**src/rtl/cpu_bus_pkg.sv**
```systemverilog
// ----------------------------------------------------------------------------
// cpu_bus_pkg
// Shared definitions for the CPU memory-bus arbiter slice:
//   - default address/data widths
//   - arbiter state encodings
//   - requester identifiers
// No ports (package).
// ----------------------------------------------------------------------------
package cpu_bus_pkg;

    localparam int CPU_BUS_AW = 32;
    localparam int CPU_BUS_DW = 32;

    typedef enum logic [1:0] {
        ARB_IDLE    = 2'd0,
        ARB_GRANT_I = 2'd1,
        ARB_GRANT_D = 2'd2
    } arb_state_t;

    typedef enum logic {
        REQ_I = 1'b0,
        REQ_D = 1'b1
    } req_id_t;

endpackage

```
**src/rtl/cpu_mem_bus_arb_perf.sv**
```systemverilog
// ----------------------------------------------------------------------------
// cpu_mem_bus_arb_perf
// Grant and contention counters for the memory-bus arbiter. Only instantiated
// when CPU_ARB_PERF_EN is defined. Counters wrap modulo 2^PERF_WIDTH.
// Ports:
//   clock, reset       clock and asynchronous active-low reset
//   igrant, dgrant     one-cycle pulses when an ibus / dbus grant is issued
//   conflict           both requesters pending this cycle
//   perf_igrant        ibus grant count
//   perf_dgrant        dbus grant count
//   perf_conflict      cycles with both requests pending
// ----------------------------------------------------------------------------
module cpu_mem_bus_arb_perf
    import cpu_bus_pkg::*;
#(
    parameter int PERF_WIDTH = 32
) (
    input  logic                  clock,
    input  logic                  reset,
    input  logic                  igrant,
    input  logic                  dgrant,
    input  logic                  conflict,
    output logic [PERF_WIDTH-1:0] perf_igrant,
    output logic [PERF_WIDTH-1:0] perf_dgrant,
    output logic [PERF_WIDTH-1:0] perf_conflict
);

    always_ff @(posedge clock or negedge reset) begin
        if (!reset) begin
            perf_igrant   <= '0;
            perf_dgrant   <= '0;
            perf_conflict <= '0;
        end else begin
            if (igrant) begin
                perf_igrant <= perf_igrant + PERF_WIDTH'(1);
            end
            if (dgrant) begin
                perf_dgrant <= perf_dgrant + PERF_WIDTH'(1);
            end
            if (conflict) begin
                perf_conflict <= perf_conflict + PERF_WIDTH'(1);
            end
        end
    end

endmodule

```
**src/rtl/cpu_mem_bus_arbiter.sv**
```systemverilog
// ----------------------------------------------------------------------------
// cpu_mem_bus_arbiter
// Shares one external memory port between the instruction-fetch bus (ibus)
// and the data bus (dbus). dbus has priority; a starvation counter forces an
// ibus grant after STARVE_LIMIT consecutive dbus grants taken while ibus was
// waiting. Address/strobes of the granted transaction are registered onto
// the memory port; read data, stall and error are routed back
// combinationally to the granted requester.
//
// Optional feature: define CPU_ARB_PERF_EN to add perf_igrant, perf_dgrant
// and perf_conflict counter outputs (PERF_WIDTH bits each).
//
// Ports:
//   clock, reset                 clock, asynchronous active-low reset
//   ibus_address/read            fetch request in
//   ibus_data/stall/error        fetch response out
//   dbus_address/read/write      data request in (write wins over read)
//   dbus_wdata/byteenable        store data and lanes
//   dbus_data/stall/error        data response out
//   mem_address/read/write       registered memory-port request
//   mem_wdata/byteenable         registered store data; lanes all ones on reads
//   mem_rdata/stall/error        memory response in
//
// State   | meaning
// --------+-------------------------------------------------------------
// IDLE    | no transaction on the memory port; arbitrate pending requests
// GRANT_I | ibus transaction on the memory port, waiting for mem_stall=0
// GRANT_D | dbus transaction on the memory port, waiting for mem_stall=0
// ----------------------------------------------------------------------------
module cpu_mem_bus_arbiter
    import cpu_bus_pkg::*;
#(
    parameter int ADDR_WIDTH   = CPU_BUS_AW,
    parameter int DATA_WIDTH   = CPU_BUS_DW,
    parameter int STARVE_LIMIT = 4
`ifdef CPU_ARB_PERF_EN
    ,
    parameter int PERF_WIDTH   = 32
`endif
) (
    input  logic                    clock,
    input  logic                    reset,

    input  logic [ADDR_WIDTH-1:0]   ibus_address,
    input  logic                    ibus_read,
    output logic [DATA_WIDTH-1:0]   ibus_data,
    output logic                    ibus_stall,
    output logic                    ibus_error,

    input  logic [ADDR_WIDTH-1:0]   dbus_address,
    input  logic                    dbus_read,
    input  logic                    dbus_write,
    input  logic [DATA_WIDTH-1:0]   dbus_wdata,
    input  logic [DATA_WIDTH/8-1:0] dbus_byteenable,
    output logic [DATA_WIDTH-1:0]   dbus_data,
    output logic                    dbus_stall,
    output logic                    dbus_error,

    output logic [ADDR_WIDTH-1:0]   mem_address,
    output logic                    mem_read,
    output logic                    mem_write,
    output logic [DATA_WIDTH-1:0]   mem_wdata,
    output logic [DATA_WIDTH/8-1:0] mem_byteenable,
    input  logic [DATA_WIDTH-1:0]   mem_rdata,
    input  logic                    mem_stall,
    input  logic                    mem_error
`ifdef CPU_ARB_PERF_EN
    ,
    output logic [PERF_WIDTH-1:0]   perf_igrant,
    output logic [PERF_WIDTH-1:0]   perf_dgrant,
    output logic [PERF_WIDTH-1:0]   perf_conflict
`endif
);

    localparam int              SW         = $clog2(STARVE_LIMIT + 1);
    localparam logic [SW-1:0]   STARVE_MAX = SW'(STARVE_LIMIT);

    arb_state_t      state, state_nxt;
    logic [SW-1:0]   starve_cnt;
    logic            dbus_req;
    logic            issue;
    req_id_t         issue_id;
    logic            i_done;
    logic            d_done;

    assign dbus_req = dbus_read | dbus_write;

    always_ff @(posedge clock or negedge reset) begin
        if (!reset) begin
            state <= ARB_IDLE;
        end else begin
            state <= state_nxt;
        end
    end

    always_comb begin
        state_nxt  = state;
        issue      = 1'b0;
        issue_id   = REQ_I;
        i_done     = 1'b0;
        d_done     = 1'b0;
        ibus_stall = ibus_read;
        ibus_data  = '0;
        ibus_error = 1'b0;
        dbus_stall = dbus_req;
        dbus_data  = '0;
        dbus_error = 1'b0;

        case (state)
            ARB_IDLE: begin
                // dbus wins unless ibus is waiting and has been passed over
                // STARVE_LIMIT times in a row.
                if (dbus_req && (!ibus_read || (starve_cnt < STARVE_MAX))) begin
                    state_nxt = ARB_GRANT_D;
                    issue     = 1'b1;
                    issue_id  = REQ_D;
                end else if (ibus_read) begin
                    state_nxt = ARB_GRANT_I;
                    issue     = 1'b1;
                    issue_id  = REQ_I;
                end
            end
            ARB_GRANT_I: begin
                if (!mem_stall) begin
                    state_nxt = ARB_IDLE;
                end
                // A requester that has dropped its request gets nothing back.
                i_done = !mem_stall && ibus_read;
            end
            ARB_GRANT_D: begin
                if (!mem_stall) begin
                    state_nxt = ARB_IDLE;
                end
                d_done = !mem_stall && dbus_req;
            end
            default: begin
                state_nxt = ARB_IDLE;
            end
        endcase

        if (i_done) begin
            ibus_stall = 1'b0;
            ibus_data  = mem_rdata;
            ibus_error = mem_error;
        end
        if (d_done) begin
            dbus_stall = 1'b0;
            dbus_data  = mem_rdata;
            dbus_error = mem_error;
        end
    end

    always_ff @(posedge clock or negedge reset) begin
        if (!reset) begin
            mem_address    <= '0;
            mem_read       <= 1'b0;
            mem_write      <= 1'b0;
            mem_wdata      <= '0;
            mem_byteenable <= '0;
        end else if (issue) begin
            if (issue_id == REQ_D) begin
                mem_address    <= dbus_address;
                mem_read       <= !dbus_write;
                mem_write      <= dbus_write;
                mem_wdata      <= dbus_write ? dbus_wdata : '0;
                mem_byteenable <= dbus_write ? dbus_byteenable : '1;
            end else begin
                mem_address    <= ibus_address;
                mem_read       <= 1'b1;
                mem_write      <= 1'b0;
                mem_wdata      <= '0;
                mem_byteenable <= '1;
            end
        end else if ((state != ARB_IDLE) && !mem_stall) begin
            mem_read  <= 1'b0;
            mem_write <= 1'b0;
        end
    end

    always_ff @(posedge clock or negedge reset) begin
        if (!reset) begin
            starve_cnt <= '0;
        end else if (issue) begin
            if (issue_id == REQ_I) begin
                starve_cnt <= '0;
            end else if (ibus_read && (starve_cnt != STARVE_MAX)) begin
                starve_cnt <= starve_cnt + SW'(1);
            end
        end
    end

`ifdef CPU_ARB_PERF_EN
    cpu_mem_bus_arb_perf #(
        .PERF_WIDTH (PERF_WIDTH)
    ) u_perf (
        .clock         (clock),
        .reset         (reset),
        .igrant        (issue && (issue_id == REQ_I)),
        .dgrant        (issue && (issue_id == REQ_D)),
        .conflict      (ibus_read && dbus_req),
        .perf_igrant   (perf_igrant),
        .perf_dgrant   (perf_dgrant),
        .perf_conflict (perf_conflict)
    );
`endif

endmodule

```
**config.mk**
```make
export PLATFORM = sky130hd
export DESIGN_NAME = cpu_mem_bus_arbiter
export DESIGN_NICKNAME = d
export VERILOG_FILES = /design/src/rtl/cpu_bus_pkg.sv /design/src/rtl/cpu_mem_bus_arb_perf.sv /design/src/rtl/cpu_mem_bus_arbiter.sv
export SDC_FILE = /design/constraint.sdc
export NUM_CORES = 1
export LEC_CHECK = 0
export CORE_MARGIN = 3
export CORE_UTILIZATION = 35
export CTS_CLUSTER_DIAMETER = 50
export DETAILED_ROUTE_END_ITERATION = 8
export GPL_ROUTABILITY_DRIVEN = 0
export PLACE_DENSITY_LB_ADDON = 0.3
export RECOVER_POWER = 100
export SLEW_MARGIN = 20
export SYNTH_ARGS = -nofsm -noshare
export SYNTH_HDL_FRONTEND = slang
export SYNTH_SLANG_ARGS = --single-unit
```
**constraint.sdc**
```tcl
create_clock -name clock -period 2.36 [get_ports clock]
set_clock_uncertainty 0.15 [all_clocks]
set_input_delay 0.59 -clock clock [delete_from_list [all_inputs] [get_ports clock]]
set_output_delay 0.59 -clock clock [all_outputs]
set_load 0.01 [all_outputs]
```
Yosys cells after proc, flatten, opt, wreduce, memory -nomap -nowiden
Cells that the tools add are included.

Add/subtract/negate cells: 1. $mul: 0. Div/mod/pow operators: 0. $lt $le $gt $ge: 1. Equality and inequality tests: 6. Shifts and indexed selects: 0. Mux-type cells: 29. Bitwise operators: 1. Reduce and logical (&&, ||, !) cells: 15.

Operators with widths (number): $mux 32 (5); $mux 1 (16); $mux 4 (2); $mux 2 (3); $mux 3 (2); $ne 3x3->1 const B (2); $logic_and 1x1->1 (5); $pmux 2 s2 (1); $reduce_and 2->1 (2); $reduce_bool 2->1 (2); $add 3x1->3 const B (1); $logic_not 1->1 (3); $lt 3x3->1 const B (1); $eq 2x1->1 const B (1); $eq 2x2->1 const B (1); $logic_not 2->1 (1); $ne 2x1->1 const B (1); $ne 2x2->1 const B (1); $reduce_or 2->1 (1); $logic_or 1x1->1 (1); $or 1x1->1 (1).

Bits in registers: 75. Bits in latches: 0. RAM bits: 0. ROM bits: 0. Input bits: 139. Output and inout bits: 138. Word-level logic and storage cells: 60. Memories: 0.

Depth between registers and ports, before layout
Gate-level depths: netlist of run 1.

Depth after elaboration: 7. Gate-level depth with buffers: 7. Mapped depth without buffers: 5.

Worst setup path before layout of run 1
No wires, ideal clock.

Kind: input to output. From: input port dbus_read. To: output port dbus_data[10]. Arrival: 1.486 ns. Required time: 1.620 ns. Path slack: 0.134 ns. Stages: 5. Buffers on the path: 2. Path through: buf_2 nor2_1 nor3b_2 clkbuf_1 and2_1.

Cells in the longest elaborated chain, start to end: 4.

RTL lines: start: declaration (line cpu_mem_bus_arbiter.sv:51) `input logic dbus_read,`; $or 1x1->1 (line cpu_mem_bus_arbiter.sv:86) `assign dbus_req = dbus_read | dbus_write;`; $logic_and 1x1->1 (line cpu_mem_bus_arbiter.sv:134) `d_done = !mem_stall && dbus_req;`; $mux 1 (line cpu_mem_bus_arbiter.sv:109) `case (state)`; $mux 32 (line cpu_mem_bus_arbiter.sv:146) `if (d_done) begin`; end: declaration (line cpu_mem_bus_arbiter.sv:55) `output logic [DATA_WIDTH-1:0] dbus_data,`.

Every way passes these cells.

Worst setup path in the final report of run 1
From: input port dbus_read. To: output port dbus_data[2].

Same word-level chain as after synthesis.

==> results of run 1 <==
## layout make-up
type | instances | area (µm²)
fillers | 817 | 3140
clock buffers | 9 | 124
repair buffers | 316 | 3120
well taps | 136 | 170
diodes | 3 | 7.51
inverters | 8 | 33.8
repair inverters | 1 | 7.51
clock inverters | 6 | 113
flip-flops and latches | 75 | 1880
multi-input cells | 270 | 1830
## synth_stat cells, drive strengths merged, types with 2 or more instances
library cell	n	area [µm²]
dfrtp	75	1880
and2	66	413
a22o	35	307
a21oi	34	170
nor2	34	128
o21ai	34	170
a31oi	32	200
clkbuf	19	71.3
buf	17	121
inv	8	30.0
ha	6	75.1
nand2	6	22.5
o22a	4	35.0
nand3	2	10.0
nor3	2	10.0
## state kept, by name, summed over array words and instances, names as in the netlist
name / flops
mem_read: 1
state: 2
mem_byteenable: 4
mem_address: 32
mem_write: 1
mem_wdata: 32
starve_cnt: 3
## metal layers
metal	vias up	share of wire [%]	track usage [%]
met1	2091	33	26.7
met5	-	0	0
met4	0	2.1	8.10
met3	26	9.7	7.22
met2	236	55	46.6
li1	1974	-	-
## metrics by stage
step	utilization, %	hold slack [ns]	instance area [µm²]	setup slack [ns]	TNS [ns]
6_report	69.9	0.262	7280	-0.166	-4.45
5_1_grt	69.9	0.331	7280	-0.252	-13.16
4_1_cts	70.0	0.0767	7290	-0.167	-7.01
3_5_place_dp	65.1	0.344	6780	-0.672	-41.06
3_3_place_gp	65.1	0.337	6780	-0.655	-40.89
2_1_floorplan	-	0.144	3780	0.134	0
## placed cells by master, fill, tap and decap left out, types with 6 or more instances in the layout
cell type | Yosys | final
nand2_1 | 6 | 6
a22o_1 | 35 | 35
and2_1 | 66 | 34
a21oi_1 | 34 | 33
clkbuf_8 | 0 | 9
o21ai_0 | 34 | 34
nor2_1 | 34 | 33
and2_4 | 0 | 32
buf_2 | 7 | 28
clkdlybuf4s50_1 | 0 | 133
dfrtp_1 | 75 | 74
buf_4 | 7 | 12
buf_12 | 0 | 6
a31oi_1 | 32 | 32
buf_6 | 3 | 53
dlygate4sd3_1 | 0 | 70
## power groups by stage
stage | logic (mW) | registers (mW) | clock network (mW)
CTS | 4.68 | 2.31 | 1.21
detailed placement | 4.45 | 2.32 | 0
floorplan | 1.91 | 2.56 | 0
finish | 4.58 | 2.29 | 1.18
global placement | 4.34 | 2.28 | 0
global route | 4.95 | 2.37 | 1.27
## kinds of logic (layout without fill, tap and decap cells)
| logic type | count (synthesis) | in the layout |
|---|---|---|
| buffers and inverters | 44 | 340 |
| AOI/OAI and AO/OA | 148 | 148 |
| and+or+nand+nor | 115 | 115 |
| other | 0 | 3 |
| adders and majority gates | 6 | 6 |
| muxes | 1 | 1 |
| DFF | 75 | 75 |
## path summary, 6_finish.rpt
check,slack [ns],cells after the start,to
hold / removal,0.26,1,mem_wdata[3]
min in group clock,0.35,1,mem_wdata[17]
setup reg to reg,0.04,8,mem_byteenable[1]
setup / recovery,-0.17,8,dbus_data[2]
hold reg to reg,0.35,1,mem_wdata[17]
max in group asynchronous,0.50,2,mem_wdata[9]
## what timing repair did
| action | CTS | global route |
|---|---|---|
| resized for setup | 307 | 74 |
| buffers inserted | 10 | 1 |
| setup endpoints to repair | 68 | 85 |
| cloned | 4 | 4 |
| pin swaps | 21 | 6 |
==> flow_summary.ini, run 1 <==
[run_status]
outcome = finished, violations left
violations = negative setup slack

[sta]
grt_setup_unrepaired = true
worst_slack_ns = -0.166
slew_headroom_pct = 31.1
worst-slew-pin-transition_ns = 1.03
setup_viol = 66
timing.final.crit_share_pct = 107
period_minus_slack_ns = 2.53
drv_slew = 0
fmax_mhz = 396
hold_viol = 0

[synth]
synthMuxAreaShare_pct = 0.265
synth_simple_gate_area_share_pct = 16.4
yosys_register_bits = 75
synth_area_um2 = 3780
async_flop_share_pct = 100
synth_warnings = 0
synthCells = 389
synth_xor_xnor_area_share_pct = 0
seq_area_frac_synth_pct = 49.7
synth_edf_count = 0
syn_area_per_cell_um2 = 9.71
synth_fa_ha_area_share_pct = 1.99
synthFlopType = dfrtp_1
synth_fp_nets = 534
synth_top_family_by_area = compound AO/OA/AOI/OAI gates
yosys.cell_types.count = 32
synth_compound_area_share_pct = 25.8

[clocking]
clockBufferDepth = 2
h-tree-depth = 3
ctsHoldBuffers = 0
cts_root_buffer = clkbuf_8
clk_latency_ns = 0.33
cts_tree = done
cts_made_buffers = 9
clock_sinks = 75
cts.clk_slew.worst_paths_ns = 0.08

[global_routing]
antenna_found_initial = 3
overflow = 0
grt_max_degree = 65
grt_pass1_wl_um = 23000
grt_use_total_pct = 24.9
grt_pass1_vias = 4390

[worst_setup_path]
endpoint_kind = output pin
crit_family = buffers and inverters
cp_common_cell = buf_6
cp_slowest_cell = dlygate4sd2_1
cp-start-kind = input pin
cp_max_fo = 7
max_stage_delay_ns = 0.26
required_ns = 1.62
crit_start = dbus_read
crit_buf_inv = 5
worstSetupPathType = input pin to output pin
crit_chain = dlygate4sd2_1 > nor2_4 > nor3b_4 > buf_6 > buf_8 > buf_6 > and2_4 > buf_6
rr_startpoint = state[0]
cp.arrival_ns = 1.79

[power_and_ir_drop]
p_clk_share_pct = 14.7
ir_drop_mv = 0.544
leakagePower_nw = 3.25
swShare_pct = 38.7
seqPwrFrac_pct = 28.4
finalPower_mw = 8.04
p_switching_mw = 3.11
intPower_mw = 4.93
power.density_nw_per_um2 = 1100
combPwrFrac_pct = 56.9

[detailed_routing]
vias_per_cell = 5.25
first_pass_iters = 6
drc = 0
antenna_left = 0
vias = 4327
drt-total-wl_um = 16200
wl_per_cell_um = 19.7
drt-initial-drc-count = 316

[place]
numPlacedInstances = 787
dp_hpwl_um = 11300
place.port_buffers = 276

[final_layout]
nNetsFinal = 826
drive_above_1_share_pct = 25.0
syn_to_final_growth_pct = 92.7
instances_no_fill = 824

[floorplan]
num_rows = 37
die_area_um2 = 12100
initial_core_util_pct = 36.3
core_area_um2 = 10400
die_height_um = 110
io_pins = 277
die_x_um = 110

[job]
maxCapViolCount = 0

[min_path]
min_path_type = input pin to async pin
(Power assumes the default switching activity.)
==> inputs of run 2 (changes only) <==
- CTS_CLUSTER_SIZE: unset -> 30
- TNS_END_PERCENT: unset -> 50
==> run 2 against run 1 <==
  * The flow still finishes with violations (negative setup slack)
  * Setup slack worse by 0.0079 ns
  * Non-clock buffer count down 1
  * Sequential cell count unchanged
  * Die area unchanged
  * Combinational power down 2%
  * Sequential power about the same
  * Utilization down 0.43 points
  * Critical path depth unchanged
  * Clock-buffer cell count unchanged
  * Register-to-register slack about the same
  * Routed wire length down 3.7%
==> flow_summary.ini, run 2 (synthesis results as in run 1) <==
[final_layout]
final_common_cell = clkdlybuf4s50_1
instances_no_fill = 822
biggestRegsByFlops = mem_address (32), mem_wdata (32), mem_byteenable (4)
post-route-cell-area_um2 = 7240
final_util_pct = 69.5
syn_to_final_growth_pct = 91.5
nNetsFinal = 824
drive_above_1_share_pct = 24.3
layout_common_cells = clkdlybuf4s50_1, dfrtp_1, dlygate4sd3_1

[floorplan]
die_area_um2 = 12100
die_x_um = 110
die_height_um = 110
io_pins = 277
core_area_um2 = 10400
num_rows = 37
initial_core_util_pct = 36.3

[clocking]
cts_tree = done
cts_root_buffer = clkbuf_8
h-tree-depth = 3
clk_latency_ns = 0.33
cts.clk_slew.worst_paths_ns = 0.08
clockBufferDepth = 2
clock_sinks = 75
cts_made_buffers = 9

[detailed_routing]
vias = 4276
vias_per_cell = 5.20
drt-total-wl_um = 15600
first_pass_iters = 5
wl_per_cell_um = 19.0
drc = 0
drt-initial-drc-count = 306
antenna_left = 0

[global_routing]
grt_pass1_vias = 4352
grt_pass1_wl_um = 22800
grt_max_degree = 65
grt_use_total_pct = 24.6
antenna_found_initial = 3
overflow = 0

[place]
dp_hpwl_um = 11300
place.port_buffers = 276
placed_cell_area_um2 = 6780
dp_slack_ns = -0.672
numPlacedInstances = 787

[run_status]
violations = negative setup slack
outcome = finished, violations left

[power_and_ir_drop]
p_clk_share_pct = 14.8
intPower_mw = 4.90
swShare_pct = 38.4
combPwrFrac_pct = 56.5
power.density_nw_per_um2 = 1100
finalPower_mw = 7.97
seqPwrFrac_pct = 28.6
leakagePower_nw = 3.22
ir_drop_mv = 0.508
p_switching_mw = 3.06

[job]
maxCapViolCount = 0

[worst_setup_path]
endpoint_kind = output pin
cp.arrival_ns = 1.79
cp_max_fo = 7
cp-start-kind = input pin
worstSetupPathType = input pin to output pin
required_ns = 1.62

[sta]
setup_viol = 66
grt_setup_unrepaired = true
worst_slack_ns = -0.174
slew_headroom_pct = 31.2
final.setup.tns_ns = -4.48
hold_viol = 0
fmax_mhz = 395
whs_ns = 0.260
worst-slew-pin-transition_ns = 1.03
timing.final.crit_share_pct = 107
drv_slew = 0
period_minus_slack_ns = 2.53

[min_path]
min_path_type = input pin to async pin
run 2: timing repair:
item	in CTS	in global routing
gates cloned	4	2
resized for setup	297	69
hold endpoints to repair	0	0
pin swaps	21	4
endpoints found under the setup margin	68	78
buffers inserted	10	1
hold buffers	0	0
run 2: worst paths after layout:
path                                from  depth (start not counted)              end  slack [ns]
setup / recovery               dbus_read                          8     dbus_data[2]       -0.17
hold / removal                     reset                          1     mem_wdata[3]        0.26
setup reg to reg                state[0]                          9  mem_address[26]        0.05
hold reg to reg            mem_wdata[17]                          1    mem_wdata[17]        0.35
max in group asynchronous          reset                          2     mem_wdata[9]        0.50
min in group clock         mem_wdata[17]                          1    mem_wdata[17]        0.35
run 2: critical path: stages:
cell and delay, ns:
dlygate4sd2_1 0.26, nor2_4 0.07, nor3b_4 0.22, buf_6 0.19, buf_8 0.14, buf_6 0.09, and2_4 0.13, buf_6 0.09
run 2: area by class of cell:
type,instances,area [µm²]
flip-flops and latches,75,1880
multi-input cells,270,1820
clock inverters,6,113
fillers,821,3180
clock buffers,9,124
inverters,8,33.8
diodes,3,7.51
repair buffers,315,3090
well taps,136,170
run 2: power groups by stage:
stage          registers, mW  clock network (mW)  logic (mW)
2_1_floorplan           2.56                   0        1.91
3_5_place_dp            2.32                   0        4.45
6_report                2.28                1.18        4.50
3_3_place_gp            2.28                   0        4.34
5_1_grt                 2.37                1.27        4.88
4_1_cts                 2.31                1.21        4.67
run 2: per-layer routing:
metal	GRT usage [%]	up-vias	share of wire, %
met1	26.6	2057	34
met3	7.05	23	9.3
met5	0	-	0
li1	-	1970	-
met4	7.66	0	2.0
met2	46.0	226	55
==> inputs of run 3 (changes only) <==
- CORE_UTILIZATION: 35 -> 37
- clock period: 2.36 -> 3.1 ns (I/O delays scaled with it)
==> run 3 against run 2 <==
  * The flow finishes with violations (max-capacitance violations, max-slew violations)
  * Final area fell by 5.9%
  * Sequential power shrank 24%
  * Sequential cell count unchanged
  * Via count shrank 3.8%
  * Worst hold slack improved by 0.095 ns
  * Total power down 29%
  * Largest cell class unchanged
  * Global-route usage shrank 0.066 points
  * Critical path depth is 1 lower
  * Highest routed layer unchanged
  * Utilization shrank 0.43 points
  * Routed wire length is 5.5% lower
  * First-iteration DRC count increased by 8.2%
  * Final cell count down 3.2%
  * Critical path type unchanged
==> flow_summary.ini, run 3 (synthesis results as in run 1) <==
[clocking]
cts_root_buffer = clkbuf_8
cts_tree = done
cts_made_buffers = 9
clk_latency_ns = 0.34
clock_sinks = 75
h-tree-depth = 3
ctsHoldBuffers = 0
cts.clk_slew.worst_paths_ns = 0.08
clockBufferDepth = 2

[detailed_routing]
drc = 0
drt-total-wl_um = 14800
wl_met1_um = 5240
first_pass_iters = 4
detailroute.wirelength.met2_um = 7850
drt-initial-drc-count = 331
antenna_left = 0
met3_wirelength_um = 1210
vias = 4114
top_layer = met4
wl_per_cell_um = 18.6
vias_per_cell = 5.17

[power_and_ir_drop]
swShare_pct = 40.3
p_clk_share_pct = 14.1
leakagePower_nw = 3.17
power.density_nw_per_um2 = 826
ir_drop_mv = 0.335
combPwrFrac_pct = 55.0
intPower_mw = 3.36
seqPwrFrac_pct = 30.9
finalPower_mw = 5.62
p_switching_mw = 2.26

[global_routing]
antenna_found_initial = 1
grt_use_total_pct = 24.6
grt_pass1_vias = 4212
grt_max_degree = 76
grt_pass1_wl_um = 22100
overflow = 0

[worst_setup_path]
endpoint_kind = output pin
crit_start = dbus_read
crit_chain = dlygate4sd2_1 > nor2_1 > nor3b_2 > buf_4 > buf_4 > and2_1 > dlygate4sd2_1
cp.arrival_ns = 2.08
worstSetupPathType = input pin to output pin
cp_slowest_cell = dlygate4sd2_1
cp_max_fo = 7
max_stage_delay_ns = 0.28
cp-start-kind = input pin
rr_startpoint = state[1]
r2r-end = mem_wdata[21]
ff2ff_path_depth = 6
crit_end = dbus_data[1]
worst-r2r-setup-slack_ns = 0.89
required_ns = 2.17

[run_status]
violations = max-capacitance violations, max-slew violations
outcome = finished, violations left

[final_layout]
syn_to_final_growth_pct = 80.2
final_util_pct = 69.0
instances_no_fill = 796
drive_above_1_share_pct = 6.04
post-route-cell-area_um2 = 6810
fillCellCount = 788
layout_common_cells = clkdlybuf4s50_1, dfrtp_1, dlygate4sd3_1
nNetsFinal = 802
biggestRegsByFlops = mem_address (32), mem_wdata (32), mem_byteenable (4)
final_common_cell = clkdlybuf4s50_1

[sta]
timing.final.crit_share_pct = 96.8
worst_slack_ns = 0.0977
final.setup.tns_ns = 0
hold_viol = 0
worst-slew-pin-transition_ns = 1.89
drv_slew = 76
period_minus_slack_ns = 3.00
fmax_mhz = 333
slew_headroom_pct = -26.2
whs_ns = 0.355
grt_setup_unrepaired = false
setup_viol = 0

[place]
dp_slack_ns = -0.361
numPlacedInstances = 777
place.port_buffers = 276
dp_hpwl_um = 11000
placed_cell_area_um2 = 6700

[floorplan]
die_x_um = 107
core_area_um2 = 9860
io_pins = 277
initial_core_util_pct = 38.3
num_rows = 36
die_height_um = 107
die_area_um2 = 11500

[job]
maxCapViolCount = 1

[min_path]
min_path_type = register to register
run 3: how the worst min path moves through the flow:
stage	from	end	cells past startpoint
floorplan	starve_cnt[1]	starve_cnt[1]	2
global placement	mem_wdata[28]	mem_wdata[28]	1
detailed placement	mem_wdata[6]	mem_wdata[6]	1
CTS	mem_wdata[4]	mem_wdata[4]	1
global route	mem_wdata[5]	mem_wdata[5]	1
finish	mem_wdata[0]	mem_wdata[0]	1
run 3: worst max-delay path: cells and delay by family:
family | cells | cell delay (ns)
AND/OR/NAND/NOR | 3 | 0.46
buffers and inverters | 4 | 0.83
run 3: final cells by class:
type	count	area, µm²	area share (%)
diodes	1	2.50	0.0367
clock buffers	10	138	2.02
clock inverters	6	71.3	1.05
inverters	8	30.0	0.441
multi-input cells	270	1680	24.7
flip-flops and latches	75	1880	27.6
well taps	133	166	2.44
repair buffers	293	2840	41.8
run 3: power groups by stage:
stage,logic (mW),clock network (mW),registers (mW)
after floorplan,1.46,0,1.95
after global placement,3.25,0,1.74
after detailed placement,3.33,0,1.77
after CTS,3.30,0.809,1.76
after global routing,3.34,0.851,1.79
final,3.09,0.795,1.74
run 3: what timing repair did:
action,CTS,global route
setup endpoints to repair,68,49
gates cloned,1,0
setup buffers,1,0
pin swaps,1,0
gates resized for setup,80,5
run 3: metal layers:
layer	vias to the layer above	track usage, %
met5	-	0
li1	1920	-
met1	1951	26.3
met4	0	10.2
met2	213	45.0
met3	30	6.98
